### src/rtl/io_dev_bank_if.sv
// Core-to-device I/O bus: level request with held controls, single-cycle ack/fault response.
interface io_dev_bank_if #(
  parameter int A_SZ = 32,
  parameter int D_SZ = 32
) ();
  logic            io_req;
  logic            io_rd;
  logic            io_wr;
  logic [A_SZ-1:0] io_addr;
  logic [D_SZ-1:0] io_wr_data;
  logic            io_ack;
  logic            io_ack_fault;
  logic [D_SZ-1:0] io_rd_data;

  modport master (
    output io_req, io_rd, io_wr, io_addr, io_wr_data,
    input  io_ack, io_ack_fault, io_rd_data
  );

  modport slave (
    input  io_req, io_rd, io_wr, io_addr, io_wr_data,
    output io_ack, io_ack_fault, io_rd_data
  );
endinterface

### src/rtl/io_dev_bank.sv
// Memory-mapped bank of NUM_CH channels (scratch, compare timer, interrupt) behind the
// core's external I/O port, with a fixed-latency request/response FSM and merged ext_irq.

module io_dev_ch #(
  parameter int D_SZ = 32
) (
  input  logic            clk_in,
  input  logic            reset_in,
  input  logic            i_we,
  input  logic [1:0]      i_wreg,
  input  logic [D_SZ-1:0] i_wdata,
  input  logic [1:0]      i_rreg,
  output logic [D_SZ-1:0] o_rdata,
  output logic            o_irq
);
  logic [D_SZ-1:0] r_data, r_timer, r_cmp;
  logic            r_en, r_ie, r_pend;
  logic            w_match;

  assign w_match = r_en && (r_timer == r_cmp);
  assign o_irq   = r_pend & r_ie;

  always_ff @(posedge clk_in or negedge reset_in) begin
    if (!reset_in) begin
      r_data  <= '0;
      r_timer <= '0;
      r_cmp   <= '0;
      r_en    <= 1'b0;
      r_ie    <= 1'b0;
      r_pend  <= 1'b0;
    end else begin
      if (i_we && i_wreg == 2'd0) r_data <= i_wdata;
      if (i_we && i_wreg == 2'd2) r_cmp  <= i_wdata;
      // a bus load of the count takes priority over the free-running increment
      if (i_we && i_wreg == 2'd1)  r_timer <= i_wdata;
      else if (r_en)               r_timer <= r_timer + D_SZ'(1);
      if (i_we && i_wreg == 2'd3) begin
        r_en <= i_wdata[0];
        r_ie <= i_wdata[1];
      end
      // a fresh match must not be lost to a simultaneous W1C
      if (w_match)                                    r_pend <= 1'b1;
      else if (i_we && i_wreg == 2'd3 && i_wdata[2])  r_pend <= 1'b0;
    end
  end

  always_comb begin
    o_rdata = '0;
    case (i_rreg)
      2'd0: o_rdata = r_data;
      2'd1: o_rdata = r_timer;
      2'd2: o_rdata = r_cmp;
      default: o_rdata[2:0] = {r_pend, r_ie, r_en};
    endcase
  end
endmodule

module io_dev_bank #(
  parameter int              A_SZ      = 32,
  parameter int              D_SZ      = 32,
  parameter int              NUM_CH    = 4,
  parameter logic [A_SZ-1:0] BASE_ADDR = A_SZ'(32'hFFFF_0000),
  parameter int              ACK_LAT   = 2
) (
  input  logic               clk_in,
  input  logic               reset_in,
  io_dev_bank_if.slave       bus,
  output logic               ext_irq
);
  localparam int              CHW = (NUM_CH > 1) ? $clog2(NUM_CH) : 1;
  localparam int              CW  = $clog2(ACK_LAT + 1);
  localparam logic [A_SZ-1:0] WIN = A_SZ'(16 * NUM_CH);

  typedef enum logic [1:0] {S_IDLE, S_WAIT, S_RESP} state_t;

  typedef struct packed {
    logic [CHW-1:0]  ch;
    logic [1:0]      rg;
    logic            rd;
    logic            wr;
    logic            fault;
    logic [D_SZ-1:0] wdata;
  } req_t;

  state_t                       r_state, w_state_nx;
  logic [CW-1:0]                r_cnt, w_cnt_nx;
  req_t                         r_req;
  logic [D_SZ-1:0]              r_rdata;
  logic                         r_irq;

  logic [A_SZ-1:0]              w_off;
  logic [CHW-1:0]               w_ch, w_rsel_ch;
  logic [1:0]                   w_rsel_reg;
  logic                         w_fault, w_load, w_rd_ok, w_enter_resp, w_we;
  logic [NUM_CH-1:0][D_SZ-1:0]  w_rd_ch;
  logic [NUM_CH-1:0]            w_irq;

  // offset wraps, so addresses below the base land far outside the window
  assign w_off   = bus.io_addr - BASE_ADDR;
  assign w_ch    = (NUM_CH > 1) ? w_off[4 +: CHW] : '0;
  assign w_fault = (w_off >= WIN) || (w_off[1:0] != 2'b00) || (bus.io_rd == bus.io_wr);

  always_comb begin
    w_state_nx = r_state;
    w_cnt_nx   = r_cnt;
    w_load     = 1'b0;
    case (r_state)
      S_IDLE: if (bus.io_req) begin
        w_load     = 1'b1;
        w_cnt_nx   = CW'(ACK_LAT - 1);
        w_state_nx = (ACK_LAT == 1) ? S_RESP : S_WAIT;
      end
      S_WAIT: begin
        w_cnt_nx = r_cnt - CW'(1);
        if (r_cnt == CW'(1)) w_state_nx = S_RESP;
      end
      default: w_state_nx = S_IDLE;
    endcase
  end

  // with ACK_LAT==1 the capture happens on the sample edge, before r_req holds the decode
  assign w_rsel_ch    = (r_state == S_IDLE) ? w_ch        : r_req.ch;
  assign w_rsel_reg   = (r_state == S_IDLE) ? w_off[3:2]  : r_req.rg;
  assign w_rd_ok      = (r_state == S_IDLE) ? (!w_fault && bus.io_rd) : (!r_req.fault && r_req.rd);
  assign w_enter_resp = (w_state_nx == S_RESP) && (r_state != S_RESP);

  always_ff @(posedge clk_in or negedge reset_in) begin
    if (!reset_in) begin
      r_state <= S_IDLE;
      r_cnt   <= '0;
      r_req   <= '0;
      r_rdata <= '0;
      r_irq   <= 1'b0;
    end else begin
      r_state <= w_state_nx;
      r_cnt   <= w_cnt_nx;
      r_irq   <= |w_irq;
      if (w_load)
        r_req <= '{ch: w_ch, rg: w_off[3:2], rd: bus.io_rd, wr: bus.io_wr,
                   fault: w_fault, wdata: bus.io_wr_data};
      if (w_enter_resp) r_rdata <= w_rd_ok ? w_rd_ch[w_rsel_ch] : '0;
    end
  end

  assign bus.io_ack       = (r_state == S_RESP) && !r_req.fault;
  assign bus.io_ack_fault = (r_state == S_RESP) &&  r_req.fault;
  assign bus.io_rd_data   = bus.io_ack ? r_rdata : '0;
  assign ext_irq          = r_irq;

  // writes commit on the edge leaving RESP
  assign w_we = (r_state == S_RESP) && !r_req.fault && r_req.wr;

  for (genvar i = 0; i < NUM_CH; i++) begin : g_ch
    io_dev_ch #(.D_SZ(D_SZ)) u_ch (
      .clk_in   (clk_in),
      .reset_in (reset_in),
      .i_we     (w_we && (r_req.ch == CHW'(i))),
      .i_wreg   (r_req.rg),
      .i_wdata  (r_req.wdata),
      .i_rreg   (w_rsel_reg),
      .o_rdata  (w_rd_ch[i]),
      .o_irq    (w_irq[i])
    );
  end
endmodule

### src/flat_wrapper.sv
// flat-port wrapper written by rule: the top's interface ports become plain ports
module io_dev_bank_flat 
#(
  parameter int              A_SZ      = 32,
  parameter int              D_SZ      = 32,
  parameter int              NUM_CH    = 4,
  parameter logic [A_SZ-1:0] BASE_ADDR = A_SZ'(32'hFFFF_0000),
  parameter int              ACK_LAT   = 2
)
  (clk_in, reset_in, ext_irq, bus_io_req, bus_io_rd, bus_io_wr, bus_io_addr, bus_io_wr_data, bus_io_ack, bus_io_ack_fault, bus_io_rd_data);
  io_dev_bank_if #(.A_SZ(A_SZ), .D_SZ(D_SZ)) bus_i ();
  input  logic clk_in;
  input  logic reset_in;
  output logic ext_irq;
  input wire logic [$bits(bus_i.io_req)-1:0] bus_io_req;
  input wire logic [$bits(bus_i.io_rd)-1:0] bus_io_rd;
  input wire logic [$bits(bus_i.io_wr)-1:0] bus_io_wr;
  input wire logic [$bits(bus_i.io_addr)-1:0] bus_io_addr;
  input wire logic [$bits(bus_i.io_wr_data)-1:0] bus_io_wr_data;
  output wire logic [$bits(bus_i.io_ack)-1:0] bus_io_ack;
  output wire logic [$bits(bus_i.io_ack_fault)-1:0] bus_io_ack_fault;
  output wire logic [$bits(bus_i.io_rd_data)-1:0] bus_io_rd_data;
  assign bus_i.io_req = bus_io_req;
  assign bus_i.io_rd = bus_io_rd;
  assign bus_i.io_wr = bus_io_wr;
  assign bus_i.io_addr = bus_io_addr;
  assign bus_i.io_wr_data = bus_io_wr_data;
  assign bus_io_ack = bus_i.io_ack;
  assign bus_io_ack_fault = bus_i.io_ack_fault;
  assign bus_io_rd_data = bus_i.io_rd_data;
  io_dev_bank #(.A_SZ(A_SZ), .D_SZ(D_SZ), .NUM_CH(NUM_CH), .BASE_ADDR(BASE_ADDR), .ACK_LAT(ACK_LAT)) u_core (.clk_in(clk_in), .reset_in(reset_in), .bus(bus_i), .ext_irq(ext_irq));
endmodule
### config.mk
export PLATFORM = sky130hd
export DESIGN_NAME = io_dev_bank_flat
export DESIGN_NICKNAME = d
export VERILOG_FILES = /design/src/rtl/io_dev_bank_if.sv /design/src/rtl/io_dev_bank.sv /design/src/flat_wrapper.sv
export SDC_FILE = /design/constraint.sdc
export NUM_CORES = 1
export LEC_CHECK = 0
export CAP_MARGIN = 20
export CORE_UTILIZATION = 55
export DETAILED_ROUTE_END_ITERATION = 8
export MAX_ROUTING_LAYER = met4
export PLACE_DENSITY_LB_ADDON = 0.15
export SLEW_MARGIN = 20
export SYNTH_ARGS = -nofsm -noshare
export SYNTH_HDL_FRONTEND = slang
export SYNTH_HIERARCHICAL = 1
export SYNTH_SLANG_ARGS = --single-unit
### constraint.sdc
create_clock -name clk_in -period 5.4 [get_ports clk_in]
set_input_delay 0.81 -clock clk_in [delete_from_list [all_inputs] [get_ports clk_in]]
set_output_delay 0.81 -clock clk_in [all_outputs]
set_load 0.01 [all_outputs]
==> metrics.txt <==
CTS Root Cell=clkbuf_16; fill cell count=3586; crit path launch=u_core/r_state[0]; max_cap viols=0; GR Util met1=0.471; kind of critical path=reg2reg; global-route wire length before repair=120000 um; pin count of the biggest net entering global routing=112; final instance area=28700 um^2; Multi-input gate area=13200 um^2; CP endpoint kind=register; Final Hold Viols=0; most frequent cells in the layout=dfrtp_1 (472), nand2_1 (311), mux2_2 (299), o21ai_0 (209), mux2i_1 (187); grt met3 use=0.0462; Num CTS Buffers=51; CP max FO=35; cell area after synthesis=25500 um^2; crit path time final=3540 ps; Syn Nets=2402; sequential area share after synthesis=0.462; unrepaired setup endpoints after global routing=false; Worst EP arrival=4040 ps; post-CTS setup buffers=0; GP Congestion=0.935; PwrDens=365 nW/um^2; placed cell area=27100 um^2; Final ANT Viol Nets=0; total gr overflow=0; CP required=5890 ps; leakage=0.0132 uW; Final Cycle Share=0.656; Hold Buf Count CTS=0; Final Util=0.631; Skew-Pair Late Insertion Delay=610 ps; Final setup viols=0; clock sink count=472; status=completed; Die Width=218 um; EDFF count, synth=0; Die ar.=47300 um^2; Post-synth ARST share=1.00; number of global-route vias before repair=18900; initial core utilization=0.561; CTS tree=done; clock buffer depth=3; fin. max-slew vios=0; # IOs=104; Die Y=218 um; reg-to-reg startpoint=u_core/r_state[0]; commonest non-fill, non-tap cell in the layout=dfrtp_1; clock-pin slew on the worst setup and hold paths=60 ps; startpoint types=register; Post-Synthesis Cells=2328; via count=19100; post-synthesis register bit count=472; global route hottest layer=met2; Rows=78; Area Overhead vs Synth=12.5%; top_reg_cell synth=dfrtp_1; share of cells above drive strength 1=0.203; Hold Path Class=in2async; initial DRC count=2122; DP HPWL=52400 um; Slew headroom=0.309; synth unique cells=46; VDD IR max=0.373 mV; Fmax=282 MHz; PortBufs=103; Post-route DRC=0; H-tree levels=2; post-CTS sizing=0; actual slew at the worst max-slew pin=1030 ps; register area=11800 um^2; DR pass1 iterations=6; Avg WL per Cell=26.2 um; nets@finish=2443; final setup TNS=0 ps; initial antenna violation count=2; Total GRT Usage=0.349; vias per cell=6.34; Yosys warnings=6; wirelength, routed=78800 um; Core ar.=45600 um^2; hold_ws=251 ps; M2 GR Usage=0.536; Avg Cell Area, Syn=11.0 um^2; Clock Skew=18.4 ps
[final timing paths]
| path | cells after the start | slack [ps] | end |
|---|---|---|---|
| setup / recovery | 7 | 1860 | u_core/g_ch[0].u_ch/r_data[25] |
| hold reg to reg | 2 | 480 | u_core/r_rdata[24] |
| setup reg to reg | 7 | 1860 | u_core/g_ch[0].u_ch/r_data[25] |
| min in group clk_in | 2 | 480 | u_core/r_rdata[24] |
| max in group asynchronous | 2 | 3910 | u_core/r_req[22] |
| hold / removal | 1 | 250 | u_core/r_req[28] |
[Yosys cell counts (16+ instances only)]
cell type | number | share of area
nand4_1 | 71 | 0.017
nand3_1 | 41 | 0.0080
dfrtp_1 | 472 | 0.46
o221ai_1 | 32 | 0.011
mux2i_1 | 188 | 0.074
o21ai_0 | 209 | 0.041
nor2_1 | 23 | 0.0034
and2_1 | 49 | 0.012
nor4_2 | 16 | 0.0078
buf_2 | 51 | 0.010
and3_1 | 24 | 0.0059
and4_1 | 21 | 0.0072
nor4_1 | 17 | 0.0042
xor2_1 | 133 | 0.046
xnor2_1 | 116 | 0.040
clkbuf_1 | 77 | 0.011
mux2_2 | 301 | 0.13
nand2_1 | 311 | 0.046
o21ai_1 | 36 | 0.0071
[layer usage]
layer / routed length (um) / part of all wire
met2: 36500 / 0.46
met1: 33200 / 0.42
met4: 3290 / 0.042
met5: 0 / 0
met3: 5850 / 0.074
[state kept, by name, indices dropped and copies added (netlist names), 4 cells and up]
name and count:
u_core/g_ch.u_ch/r_cmp 128, u_core/g_ch.u_ch/r_data 128, u_core/g_ch.u_ch/r_en 4, u_core/g_ch.u_ch/r_ie 4
u_core/g_ch.u_ch/r_pend 4, u_core/g_ch.u_ch/r_timer 128, u_core/r_rdata 32, u_core/r_req 39
[metrics by stage]
step                power [uW]  setup slack (ps)  instances
detailed placement        7020              1740       2916
global route             10800              1730       3009
global placement          6990              1770       2915
floorplan                 5790              2880       2328
finish                   10500              1860       3009
CTS                      10500              1890       3008
[critical path, stage by stage, from the launching register on]
cell and delay, ps:
dfrtp_1 450, nor3b_2 200, buf_4 410, nand2_1 150, nor3_1 610, nor3b_2 660, buf_4 530, mux2_2 390
[cells by family (layout without fill, tap and decap cells)]
| kind of cell | after synthesis | after routing | synth area share |
|---|---|---|---|
| and+or+nand+nor | 649 | 649 | 0.142 |
| muxes | 503 | 503 | 0.218 |
| DFF | 472 | 472 | 0.462 |
| AOI/OAI and AO/OA | 293 | 293 | 0.0632 |
| xor gates and xnor gates | 249 | 249 | 0.0854 |
| buffers and inverters | 157 | 237 | 0.0269 |
| adders and majority gates | 5 | 5 | 0.00245 |
| other | 0 | 1 | 0 |
[power by group]
| part | internal (uW) | switching, uW | total, uW |
|---|---|---|---|
| combinational | 877 | 1480 | 2360 |
| clock | 2010 | 1470 | 3480 |
| sequential | 3750 | 913 | 4660 |
[final cells by class]
type,count,area share
clock buffer,82,0.0541
timing repair buffer,133,0.0461
clock inverter,10,0.00313
sequential,472,0.411
antenna,1,0.0000871
multi-input combinational,1699,0.458
inverter,12,0.00157
tap,600,0.0261
No activity file was read; power rests on OpenSTA's default activity.
